`src/rtl/ps2_key_decoder.sv`:
```
// PS/2 Set-2 scan-code decoder: pops bytes from the receiver, parses E0/F0 prefixes,
// tracks modifiers and CapsLock, suppresses typematic repeats, and queues key events.
module ps2_key_decoder #(
  parameter int unsigned FIFO_DEPTH      = 8,
  parameter bit          SUPPRESS_REPEAT = 1'b1
) (
  input  logic                            i_clk,
  input  logic                            i_clrn,
  input  logic [7:0]                      i_kb_data,
  input  logic                            i_kb_ready,
  input  logic                            i_kb_overflow,
  output logic                            o_kb_nextdata_n,
  output logic                            o_ev_valid,
  input  logic                            i_ev_ready,
  output logic [7:0]                      o_ev_code,
  output logic                            o_ev_ext,
  output logic                            o_ev_break,
  output logic [3:0]                      o_ev_mods,
  output logic                            o_caps_lock,
  output logic [$clog2(FIFO_DEPTH):0]     o_fifo_level,
  output logic [7:0]                      o_press_count,
  output logic [7:0]                      o_drop_count,
  output logic                            o_ovf_seen
);

  localparam int unsigned AW = $clog2(FIFO_DEPTH);
  localparam int unsigned LW = AW + 1;
  localparam logic [LW-1:0] DEPTH_L = LW'(FIFO_DEPTH);

  typedef enum logic [1:0] {P_IDLE, P_E0, P_F0, P_E0F0} parse_e;

  parse_e       r_state, w_state_next;
  logic         r_pop;
  logic [1:0]   r_lock;
  logic         r_lshift, r_rshift, r_ctrl, r_alt, r_caps;
  logic         w_lshift, w_rshift, w_ctrl, w_alt, w_caps;
  logic [8:0]   r_last;
  logic         r_last_valid;
  logic [13:0]  r_mem [FIFO_DEPTH];
  logic [AW-1:0] r_wptr, r_rptr;
  logic [LW-1:0] r_level;
  logic [7:0]   r_press, r_drop;
  logic         r_ovf;

  logic w_take, w_byte_ok, w_is_e0, w_is_f0, w_is_junk, w_ev, w_ext, w_brk;
  logic w_repeat, w_suppress, w_push, w_pop, w_can_push;

  // Lockout keeps the receiver's stale ready from being consumed twice.
  assign w_take    = i_kb_ready && (r_lock == 2'd0);
  assign w_byte_ok = w_take && !i_kb_overflow;
  assign w_is_e0   = (i_kb_data == 8'hE0);
  assign w_is_f0   = (i_kb_data == 8'hF0);

  always_comb begin
    w_is_junk = 1'b0;
    case (i_kb_data)
      8'hE1, 8'hAA, 8'hFA, 8'hEE, 8'hFE, 8'h00, 8'hFF: w_is_junk = 1'b1;
      default:                                         w_is_junk = 1'b0;
    endcase
  end

  assign w_ext      = (r_state == P_E0) || (r_state == P_E0F0);
  assign w_brk      = (r_state == P_F0) || (r_state == P_E0F0);
  assign w_ev       = w_byte_ok && !w_is_e0 && !w_is_f0 && !w_is_junk;
  assign w_repeat   = !w_brk && r_last_valid && (r_last == {w_ext, i_kb_data});
  assign w_suppress = SUPPRESS_REPEAT && w_repeat;
  assign w_push     = w_ev && !w_suppress;
  assign w_pop      = (r_level != '0) && i_ev_ready;
  assign w_can_push = (r_level < DEPTH_L) || w_pop;

  always_comb begin
    w_state_next = r_state;
    if (i_kb_overflow) begin
      w_state_next = P_IDLE;
    end else if (w_take) begin
      if (w_is_e0) begin
        if (r_state == P_IDLE)     w_state_next = P_E0;
        else if (r_state == P_F0)  w_state_next = P_E0F0;
      end else if (w_is_f0) begin
        if (r_state == P_IDLE)     w_state_next = P_F0;
        else if (r_state == P_E0)  w_state_next = P_E0F0;
      end else begin
        w_state_next = P_IDLE;
      end
    end
  end

  // Modifier state after applying the current event; also stored with the event.
  always_comb begin
    w_lshift = r_lshift;
    w_rshift = r_rshift;
    w_ctrl   = r_ctrl;
    w_alt    = r_alt;
    w_caps   = r_caps;
    if (w_ev) begin
      if (!w_ext && i_kb_data == 8'h12) w_lshift = !w_brk;
      if (!w_ext && i_kb_data == 8'h59) w_rshift = !w_brk;
      if (i_kb_data == 8'h14)           w_ctrl   = !w_brk;
      if (i_kb_data == 8'h11)           w_alt    = !w_brk;
      if (!w_ext && !w_brk && !w_suppress && i_kb_data == 8'h58) w_caps = !r_caps;
    end
  end

  always_ff @(posedge i_clk) begin
    if (!i_clrn) begin
      r_state      <= P_IDLE;
      r_pop        <= 1'b0;
      r_lock       <= 2'd0;
      r_lshift     <= 1'b0;
      r_rshift     <= 1'b0;
      r_ctrl       <= 1'b0;
      r_alt        <= 1'b0;
      r_caps       <= 1'b0;
      r_last       <= '0;
      r_last_valid <= 1'b0;
      r_ovf        <= 1'b0;
    end else begin
      r_state  <= w_state_next;
      r_pop    <= w_take;
      r_lock   <= w_take ? 2'd2 : (r_lock != 2'd0 ? r_lock - 2'd1 : 2'd0);
      r_lshift <= w_lshift;
      r_rshift <= w_rshift;
      r_ctrl   <= w_ctrl;
      r_alt    <= w_alt;
      r_caps   <= w_caps;
      if (i_kb_overflow) begin
        r_ovf        <= 1'b1;
        r_last_valid <= 1'b0;
      end else if (w_ev) begin
        if (!w_brk) begin
          r_last       <= {w_ext, i_kb_data};
          r_last_valid <= 1'b1;
        end else if (r_last == {w_ext, i_kb_data}) begin
          r_last_valid <= 1'b0;
        end
      end
    end
  end

  always_ff @(posedge i_clk) begin
    if (w_push && w_can_push) begin
      r_mem[r_wptr] <= {i_kb_data, w_ext, w_brk, w_caps, w_alt, w_ctrl, w_lshift | w_rshift};
    end
  end

  always_ff @(posedge i_clk) begin
    if (!i_clrn) begin
      r_wptr  <= '0;
      r_rptr  <= '0;
      r_level <= '0;
      r_press <= 8'd0;
      r_drop  <= 8'd0;
    end else begin
      if (w_push && w_can_push) r_wptr <= r_wptr + 1'b1;
      if (w_pop)                r_rptr <= r_rptr + 1'b1;
      if (w_push && w_can_push && !w_pop)      r_level <= r_level + 1'b1;
      else if (!(w_push && w_can_push) && w_pop) r_level <= r_level - 1'b1;
      if (w_push && !w_brk)                    r_press <= r_press + 8'd1;
      if (w_push && !w_can_push && r_drop != 8'hFF) r_drop <= r_drop + 8'd1;
    end
  end

  always_comb begin
    o_ev_code  = 8'h00;
    o_ev_ext   = 1'b0;
    o_ev_break = 1'b0;
    o_ev_mods  = 4'h0;
    if (r_level != '0) begin
      {o_ev_code, o_ev_ext, o_ev_break, o_ev_mods} = r_mem[r_rptr];
    end
  end

  assign o_kb_nextdata_n = !r_pop;
  assign o_ev_valid      = (r_level != '0);
  assign o_caps_lock     = r_caps;
  assign o_fifo_level    = r_level;
  assign o_press_count   = r_press;
  assign o_drop_count    = r_drop;
  assign o_ovf_seen      = r_ovf;

endmodule

```
`config.mk`:
```
export PLATFORM = sky130hd
export DESIGN_NAME = ps2_key_decoder
export DESIGN_NICKNAME = d
export VERILOG_FILES = /design/src/rtl/ps2_key_decoder.sv
export SDC_FILE = /design/constraint.sdc
export NUM_CORES = 1
export LEC_CHECK = 0
export ABC_AREA = 1
export CORE_ASPECT_RATIO = 0.6
export CORE_MARGIN = 2
export CORE_UTILIZATION = 41
export CTS_BUF_LIST = sky130_fd_sc_hd__clkbuf_4
export CTS_CLUSTER_SIZE = 28
export DETAILED_ROUTE_END_ITERATION = 10
export MAX_ROUTING_LAYER = met4
export SYNTH_ARGS = -nofsm -noshare
export SYNTH_HDL_FRONTEND = slang
export SYNTH_SLANG_ARGS = --single-unit
```
`constraint.sdc`:
```
create_clock -name i_clk -period 3 [get_ports i_clk]
set_input_delay 0.3 -clock i_clk [delete_from_list [all_inputs] [get_ports i_clk]]
set_output_delay 0.3 -clock i_clk [all_outputs]
set_load 0.01 [all_outputs]
```
[Yosys cells after proc, flatten, opt, wreduce, memory -nomap -nowiden]
Memory sizes are Yosys's and may differ from the RTL's. A register that Yosys moved wholly into a read port is not among the register bits.
Cells that the tools add are included.
Word-level totals
  register bits after elaboration: 47
  bits in writable memories: 112
  bits of input ports: 13
  output and inout bits: 38
  logic and storage cells: 130
  memories: 1
Operators by class
  add/subtract/negate cells: 7
  order comparisons: 1
  eq/ne operators: 21
  muxes and demuxes: 31
  bitwise operators: 5
  reduce and logical (&&, ||, !) cells: 47
Memory list
  r_mem: depth 8, width 14, rd ports 1, clocked after memory_dff 1, wr ports 1, line 39  | logic [13:0] r_mem [FIFO_DEPTH];
Operators with widths (count)
  equality test 8 bit, second input constant: 8
  equality test 8 x 5 -> 1 bit, second input constant: 3
  logical AND 1 bit: 20
  two-way mux 1 bit: 17
  adder 8 x 1 -> 8 bit, second input constant: 2
  equality test 8 x 7 -> 1 bit, second input constant: 2
  two-way mux 2 bit: 8
  zero test 1 bit: 12
  two-way mux 4 bit: 3
  equality test 9 bit: 1
  zero test 8 bit: 1
  two-way mux 8 bit: 1
  != test 8 bit, second input constant: 1
  OR reduction 7 bit: 1
  adder 3 x 1 -> 3 bit, second input constant: 2
  two-way mux 3 bit: 2
  AND reduction 3 bit: 2
  adder 4 x 1 -> 4 bit, second input constant: 1
  equality test 2 bit, second input constant: 2
  zero test 2 bit: 2
  less-than comparator 4 bit, second input constant: 1
  != test 4 x 2 -> 1 bit, second input constant: 1
  inverter 1 bit: 4
  nonzero test 2 bit: 2
  11 further kinds: 13

[Depth between registers and ports, before layout]
Gate-level depths: netlist (run 1).
  depth after elaboration: 12
  mapped depth: 21
  gate-level depth less buffers: 21

[Worst setup path after synthesis (run 1)]
OpenSTA, ideal clock, no wires.
  path type: register to register
  start point: register r_lock[1]
  end point: memory r_mem[0][0] (enable)
  library setup time: 0.403 ns
  arrival: 2.246 ns
  required time: 2.597 ns
  slack: 0.351 ns
  cell stages (with the launch flop): 12
  path buffers: 0
  clock period less this slack: 2.649 ns
  cell sequence: dfxtp_1 -> inv_1 -> nand3_1 -> nor2_1 -> nand2_1 -> inv_1 -> nand3_1 -> nor2_4 -> nand2_4 -> nor2_8 -> nand2_2 -> nor3_1
On the way
  cells in the longest elaborated chain, start to end: 10
RTL lines
  start, declared: line 34  | logic [1:0] r_lock;
  start signal, assigned: line 120  | r_lock <= w_take ? 2'd2 : (r_lock != 2'd0 ? r_lock - 2'd1 : 2'd0);
  zero test 2 bit: line 49  | assign w_take = i_kb_ready && (r_lock == 2'd0);
  logical AND 1 bit: line 49
  logical AND 1 bit: line 50  | assign w_byte_ok = w_take && !i_kb_overflow;
  logical AND 1 bit (3 in a row): line 64  | assign w_ev = w_byte_ok && !w_is_e0 && !w_is_f0 && !w_is_junk;
  logical AND 1 bit: line 67  | assign w_push = w_ev && !w_suppress;
  logical AND 1 bit: line 141  | if (w_push && w_can_push) begin
  two-way mux 1 bit: line 141
  two-way mux 1 bit (not written as such): line 142  | r_mem[r_wptr] <= {i_kb_data, w_ext, w_brk, w_caps, w_alt, w_ctrl, w_lshift | w_rshift};
  end, declared: line 39
Every way passes these cells.

==> flow_metrics.env, run 1 <==
export IMPL_path_max_fanout=28
export IMPL_power_switching_share_pct=36.2
export IMPL_finClkSkew_ns=0.0312
export IMPL_wirelength_mm=18.3
export IMPL_wl_per_cell_um=17.1
export IMPL_p_switching_mw=2.18
export IMPL_cap_violations=0
export IMPL_grtUsageMet2_pct=29.5
export IMPL_period_minus_slack_ns=2.88
export IMPL_seq_power_share_pct=42.8
export IMPL_drt_initial_drc_count=468
export IMPL_die_h_um=105
export IMPL_tightest_slew_ns=0.723
export IMPL_fin_util_pct=50.9
export IMPL_grt_util_met1_pct=30.1
export IMPL_vias=5464
export IMPL_grt_pass1_vias=5150
export IMPL_synth_fp_nets=743
export IMPL_total_leakage_power_nw=3.17
export IMPL_hpwlAfterDp_mm=11.9
export IMPL_reg2regPathDepth=20
export IMPL_fmax_ghz=0.347
export IMPL_dieArea_um2=18200
export IMPL_min_path_cells=3
export IMPL_synth_cells=722
export IMPL_ir_worst_vdd_v=0.000334
export IMPL_clk_pin_slew_worst_paths_ns=0.16
export IMPL_post_route_drc_count=0
export IMPL_fin_area_um2=8630
export IMPL_placed_area_um2=8220
export IMPL_drive_above_1_share_pct=15.4
export IMPL_finalHoldViolations=0
export IMPL_yosysSeqAreaShare_pct=62.1
export IMPL_final_common_cell="nor2_1"
export IMPL_syn_area_um2=7030
export IMPL_cts_max_path_buffers=2
export IMPL_arrival_ns=2.58
export IMPL_slowest_delay_ns=0.62
export IMPL_crit_path_end_kind="output port"
export IMPL_cts_sinks=162
export IMPL_grt_pass1_wl_mm=28.0
export IMPL_busiest_layer="met1"
export IMPL_final_instance_count_excl_fill=1070
export IMPL_track_usage_pct=20.6
export IMPL_antenna_found_initial=1
export IMPL_num_rows=37
export IMPL_ys_warn_count=0
export IMPL_core_area_um2=16900
export IMPL_synth_cell_types=32
export IMPL_criticalPathCategory="reg2out"
export IMPL_gp_congestion=0.869
export IMPL_h_tree_depth=4
export IMPL_p_comb_share_pct=34.2
export IMPL_clk_latency_ns=0.56
export IMPL_period_share_pct=96.0
export IMPL_dieWidth_um=173
export IMPL_setup_violations=0
export IMPL_grt_max_degree=57
export IMPL_io_buffers=50
export IMPL_ios=51
export IMPL_multi_input_comb_area_um2=2390
export IMPL_path_cells="clkinv_1, buf_6, o21ai_0, o22ai_1, o21ai_0, a31oi_1, clkdlybuf4s50_1"
export IMPL_cts_tree="done"
export IMPL_drtPass1Iterations=5
export IMPL_final_cell_mix="126 x nor2_1, 112 x edfxtp_1, 107 x nand2_1"
export IMPL_grt_util_met3_pct=4.83
export IMPL_fillCellCount=1584
export IMPL_cpMostUsedCell="o21ai_0"
export IMPL_maxSlewHeadroom_pct=51.7
export IMPL_internal_power_mw=3.83
export IMPL_cts_inserted_buffers=17
export IMPL_cp_slowest_cell="clkdlybuf4s50_1"
export IMPL_ant_nets=0
export IMPL_cts_root_buf="clkbuf_4"
export IMPL_dp_cells=1030
export IMPL_finalMaxSlewViolations=0
export IMPL_nets=843
export IMPL_seq_area_um2=4370
export IMPL_worstPathRequired_ns=2.70
export IMPL_grt_overflow=0
export IMPL_status="finished clean"
export IMPL_postCtsHoldBufs=0
export IMPL_power_frac_clock_pct=22.9
export IMPL_viasPerCell=5.11
export IMPL_power_density_nw_per_um2=696
export IMPL_syn2layout_area_growth_pct=22.8
export IMPL_synth_seq_cells=162
export IMPL_initial_core_util_pct=41.5
export IMPL_cp_start_kind="register"
export IMPL_syn_area_per_cell_um2=9.74
export IMPL_hold_class="in2reg"
## power groups by stage
stage | clock (mW) | sequential [mW] | combinational (mW)
final | 1.38 | 2.57 | 2.06
after global placement | 0 | 2.60 | 1.92
after detailed placement | 0 | 2.60 | 1.96
after floorplan | 0 | 2.58 | 1.04
after CTS | 1.41 | 2.56 | 2.00
after global routing | 1.50 | 2.59 | 2.26
## layout make-up
type | instances | share of cell area (%)
sequential | 162 | 50.7
multi-input combinational | 477 | 27.7
timing repair buffer | 110 | 12.2
tap | 234 | 3.39
inverter | 53 | 2.35
clock inverter | 15 | 2.16
clock buffer | 17 | 1.48
timing repair inverter | 1 | 0.0870
antenna | 1 | 0.0290
## synthesized netlist by cell type, drive strengths merged
library cell / instances / share of area, %
ha: 7 / 1.2
nand3: 18 / 1.4
nor3: 13 / 0.93
a31oi: 14 / 1.2
o21bai: 1 / 0.11
xnor2: 5 / 0.62
o21ai: 94 / 6.7
clkbuf: 25 / 1.3
inv: 51 / 2.7
o22ai: 14 / 1.2
a21oi: 39 / 2.8
buf: 5 / 0.44
fa: 1 / 0.28
nor2: 134 / 7.8
nand2: 113 / 6.3
dfxtp: 50 / 14
a211oi: 2 / 0.21
edfxtp: 112 / 48
nand4: 11 / 1.1
xor2: 11 / 1.4
clkinv: 2 / 0.11
## stage by stage
stage	setup slack [ns]	hold slack [ns]	power (mW)	setup TNS, ns
after global placement	-0.157	0.429	4.52	-0.157
after global routing	-0.00599	0.347	6.34	-0.00599
final	0.119	0.365	6.01	0
after detailed placement	-0.242	0.450	4.56	-0.361
after floorplan	0.351	0.399	3.63	0
after CTS	0.00628	0.334	5.98	0
## layer usage
| metal | wire, um | part of all wire, % | vias up |
|---|---|---|---|
| met2 | 7620 | 42 | 162 |
| met5 | 0 | 0 | - |
| met1 | 9380 | 51 | 2605 |
| met3 | 1130 | 6.2 | 13 |
| met4 | 156 | 0.85 | 0 |
| li1 | - | - | 2684 |
## repair_timing
action | 4_1_cts | 5_1_grt
resized for setup | 4 | 7
endpoints found under the setup margin | 14 | 14
buffers inserted | 3 | 2
hold endpoints to repair | 0 | 0
cloned | 0 | 2
## kinds of logic after synthesis
logic type	after synthesis	synth area share (%)
xor+xnor	16	1.99
flops	162	62.1
fa+ha+maj	8	1.53
simple gates	289	17.5
compound gates	164	12.3
buf+inv	83	4.61
## flip-flops by register name, summed over array words and instances, names as in the netlist, named ones only
signal	count
r_last_valid	1
o_fifo_level	4
r_wptr	3
r_alt	1
r_mem	112
r_lock	2
r_rshift	1
r_pop	1
r_last	9
o_drop_count	8
o_caps_lock	1
o_press_count	8
r_ctrl	1
o_ovf_seen	1
r_lshift	1
r_state	2
r_rptr	3
## critical path, delay by kind of cell (launching register included)
family,cells,cell delay [ns]
buffers and inverters,3,0.92
AOI/OAI and AO/OA,4,0.69
DFF,1,0.41
## final timing paths
| kind | start | slack (ns) | endpoint |
|---|---|---|---|
| worst max register to register | r_state[0]$_SDFFE_PP0P_ | 0.33 | o_fifo_level[3]$_SDFFE_PN0P_ |
| worst min-delay path | i_kb_overflow | 0.37 | o_ovf_seen$_SDFFE_PN0P_ |
| worst max-delay path | register | 0.12 | o_ev_mods[0] |
| worst min register to register | r_lock[0]$_SDFF_PP0_ | 0.46 | r_lock[0]$_SDFF_PP0_ |
Power figures use the tool's default switching activity.
==> run 2: changes to the inputs <==
- CORE_ASPECT_RATIO: 0.6 -> 0.75
- GPL_TIMING_DRIVEN: default -> 0
==> run 2 against run 1 <==
- utilization fell by 1.7 points
- sequential share of layout area rose by 2.0 points
- clock skew fell by 0.0052 ns
- global-route usage fell by 0.58 points
- clock power fell by 6%
- non-clock buffer count fell by 22
- maximum frequency rose by 1.4%
- combinational power fell by 4%
- flip-flop and latch count did not move
- hold slack got worse by 0.21 ns
- critical path type is now reg2reg
- critical endpoint is now o_fifo_level[3]$_SDFFE_PN0P_
==> flow_metrics.env, run 2 (same netlist as run 1, synthesis figures left out) <==
export IMPL_postCtsHoldBufs=0
export IMPL_period_minus_slack_ns=2.84
export IMPL_hp_start="i_kb_data[1]"
export IMPL_nets=820
export IMPL_cts_tree="done"
export IMPL_fin_area_um2=8290
export IMPL_fillCellCount=1577
export IMPL_final_cell_mix="126 x nor2_1, 112 x edfxtp_1, 107 x nand2_1"
export IMPL_syn2layout_area_growth_pct=17.9
export IMPL_grt_pass1_vias=4979
export IMPL_setup_violations=0
export IMPL_status="finished clean"
export IMPL_cap_violations=0
export IMPL_ant_nets=0
export IMPL_final_common_cell="nor2_1"
export IMPL_p_comb_share_pct=33.9
export IMPL_period_share_pct=94.7
export IMPL_worstPathRequired_ns=3.47
export IMPL_arrival_ns=3.31
export IMPL_track_usage_pct=20.1
export IMPL_hold_ws_ns=0.160
export IMPL_maxSlewHeadroom_pct=52.2
export IMPL_seq_power_share_pct=43.7
export IMPL_drive_above_1_share_pct=12.8
export IMPL_grt_overflow=0
export IMPL_gp_congestion=0.853
export IMPL_antennaDiodeCount=0
export IMPL_path_max_fanout=5
export IMPL_internal_power_mw=3.76
export IMPL_worstReg2RegStart="r_last[3]$_SDFFE_PN0P_"
export IMPL_rsz0062_at_grt="true"
export IMPL_criticalPathCategory="reg2reg"
export IMPL_final_instance_count_excl_fill=1027
export IMPL_cts_inserted_buffers=17
export IMPL_grt_max_degree=17
export IMPL_busiest_layer="met1"
export IMPL_antenna_found_initial=1
export IMPL_wirelength_mm=17.6
export IMPL_viasPerCell=5.35
export IMPL_power_switching_share_pct=35.3
export IMPL_ir_worst_vdd_v=0.000347
export IMPL_num_rows=41
export IMPL_cp_start_kind="register"
export IMPL_dp_cells=995
export IMPL_hpwlAfterDp_mm=12.3
export IMPL_io_buffers=50
export IMPL_largest_register_ffs=112
export IMPL_grt_util_met3_pct=4.99
export IMPL_top_register="r_mem"
export IMPL_fmax_ghz=0.352
export IMPL_clk_pin_slew_worst_paths_ns=0.14
export IMPL_reg_top3="r_mem (112), r_last (9)"
export IMPL_dieWidth_um=155
export IMPL_h_tree_depth=4
export IMPL_wl_per_cell_um=17.1
export IMPL_clk_latency_ns=0.57
export IMPL_grt_util_met1_pct=29.0
export IMPL_crit_path_end_kind="register"
export IMPL_power_mw=5.82
export IMPL_p_switching_mw=2.06
export IMPL_drtPass1Iterations=6
export IMPL_cts_sinks=162
export IMPL_finClkSkew_ns=0.0260
export IMPL_total_leakage_power_nw=3.03
export IMPL_placed_area_um2=7940
export IMPL_power_density_nw_per_um2=702
export IMPL_die_h_um=117
export IMPL_cts_root_buf="clkbuf_4"
export IMPL_tightest_slew_ns=0.716
export IMPL_finalHoldViolations=0
export IMPL_dieArea_um2=18200
export IMPL_grt_pass1_wl_mm=27.2
export IMPL_post_route_drc_count=0
export IMPL_hold_class="in2reg"
export IMPL_drt_initial_drc_count=640
export IMPL_ios=51
export IMPL_finalMaxSlewViolations=0
export IMPL_initial_core_util_pct=41.8
export IMPL_cts_max_path_buffers=2
export IMPL_vias=5497
export IMPL_power_frac_clock_pct=22.4
export IMPL_crit_start="r_last[3]$_SDFFE_PN0P_"
export IMPL_core_area_um2=16800
export IMPL_grtUsageMet2_pct=28.6
export IMPL_fin_setup_tns_ns=0
run 2: cell count changes in the layout (fill, tap and decap cells not counted), sizes merged, moves of 2 or more:
cell           delta
dlygate4sd2       +2
clkbuf           +21
inv               -6
clkinvlp          +3
clkdlybuf4s50    -10
buf              -38
dlymetal6s2s      +3
run 2: what timing repair did:
item                       in CTS  in global routing
setup endpoints to repair      15                 15
buffers inserted                0                  0
pin swaps                       0                  0
resized for setup              31                 46
run 2: metrics by stage:
stage | worst slack [ns] | utilization (%)
2_1_floorplan | 0.351 | -
3_3_place_gp | -1.72 | 46.4
3_5_place_dp | -0.758 | 47.2
4_1_cts | -0.0115 | 49.1
5_1_grt | -0.106 | 49.3
6_report | 0.159 | 49.3
run 2: layout make-up:
type	instances	area [um^2]	area share (%)
Sequential cell	162	4370	52.7
Multi-Input combinational cell	477	2400	28.9
Timing Repair Buffer	58	581	7.00
Tap cell	215	269	3.24
Inverter	53	203	2.44
Buffer	30	183	2.20
Clock inverter	15	160	1.93
Clock buffer	17	128	1.54
run 2: power groups by stage:
stage	logic, mW	clock network (mW)	registers, mW
2_1_floorplan	1.04	0	2.58
3_3_place_gp	1.85	0	2.59
3_5_place_dp	1.89	0	2.59
4_1_cts	1.94	1.32	2.54
5_1_grt	2.17	1.42	2.56
6_report	1.97	1.30	2.54
run 2: final timing paths:
kind | end | slack, ns | depth (start not counted)
setup / recovery | o_fifo_level[3]$_SDFFE_PN0P_ | 0.16 | 20
hold / removal | r_mem[0][7]$_DFFE_PP_ | 0.16 | 1
setup reg to reg | o_fifo_level[3]$_SDFFE_PN0P_ | 0.16 | 20
hold reg to reg | r_lock[0]$_SDFF_PP0_ | 0.46 | 1
run 2: layer usage:
layer	share of wire, %	wire length (um)
met5	0	0
met4	1.2	203
met3	7.0	1240
met2	43	7630
met1	48	8490
run 2: critical path: stages (launching register included):
cell	delay [ns]
dfxtp_1	0.37
inv_1	0.06
nand2_1	0.05
nand2_1	0.06
nor2_1	0.25
inv_1	0.08
nor2_1	0.20
nand3_2	0.17
nand2_4	0.16
nor2_8	0.05
ha_1	0.21
inv_1	0.14
ha_1	0.24
nand2_1	0.06
nand2_1	0.05
a21oi_1	0.19
nor2_1	0.06
nor2_1	0.09
nand2_1	0.07
o21ai_0	0.15
a21oi_1	0.06
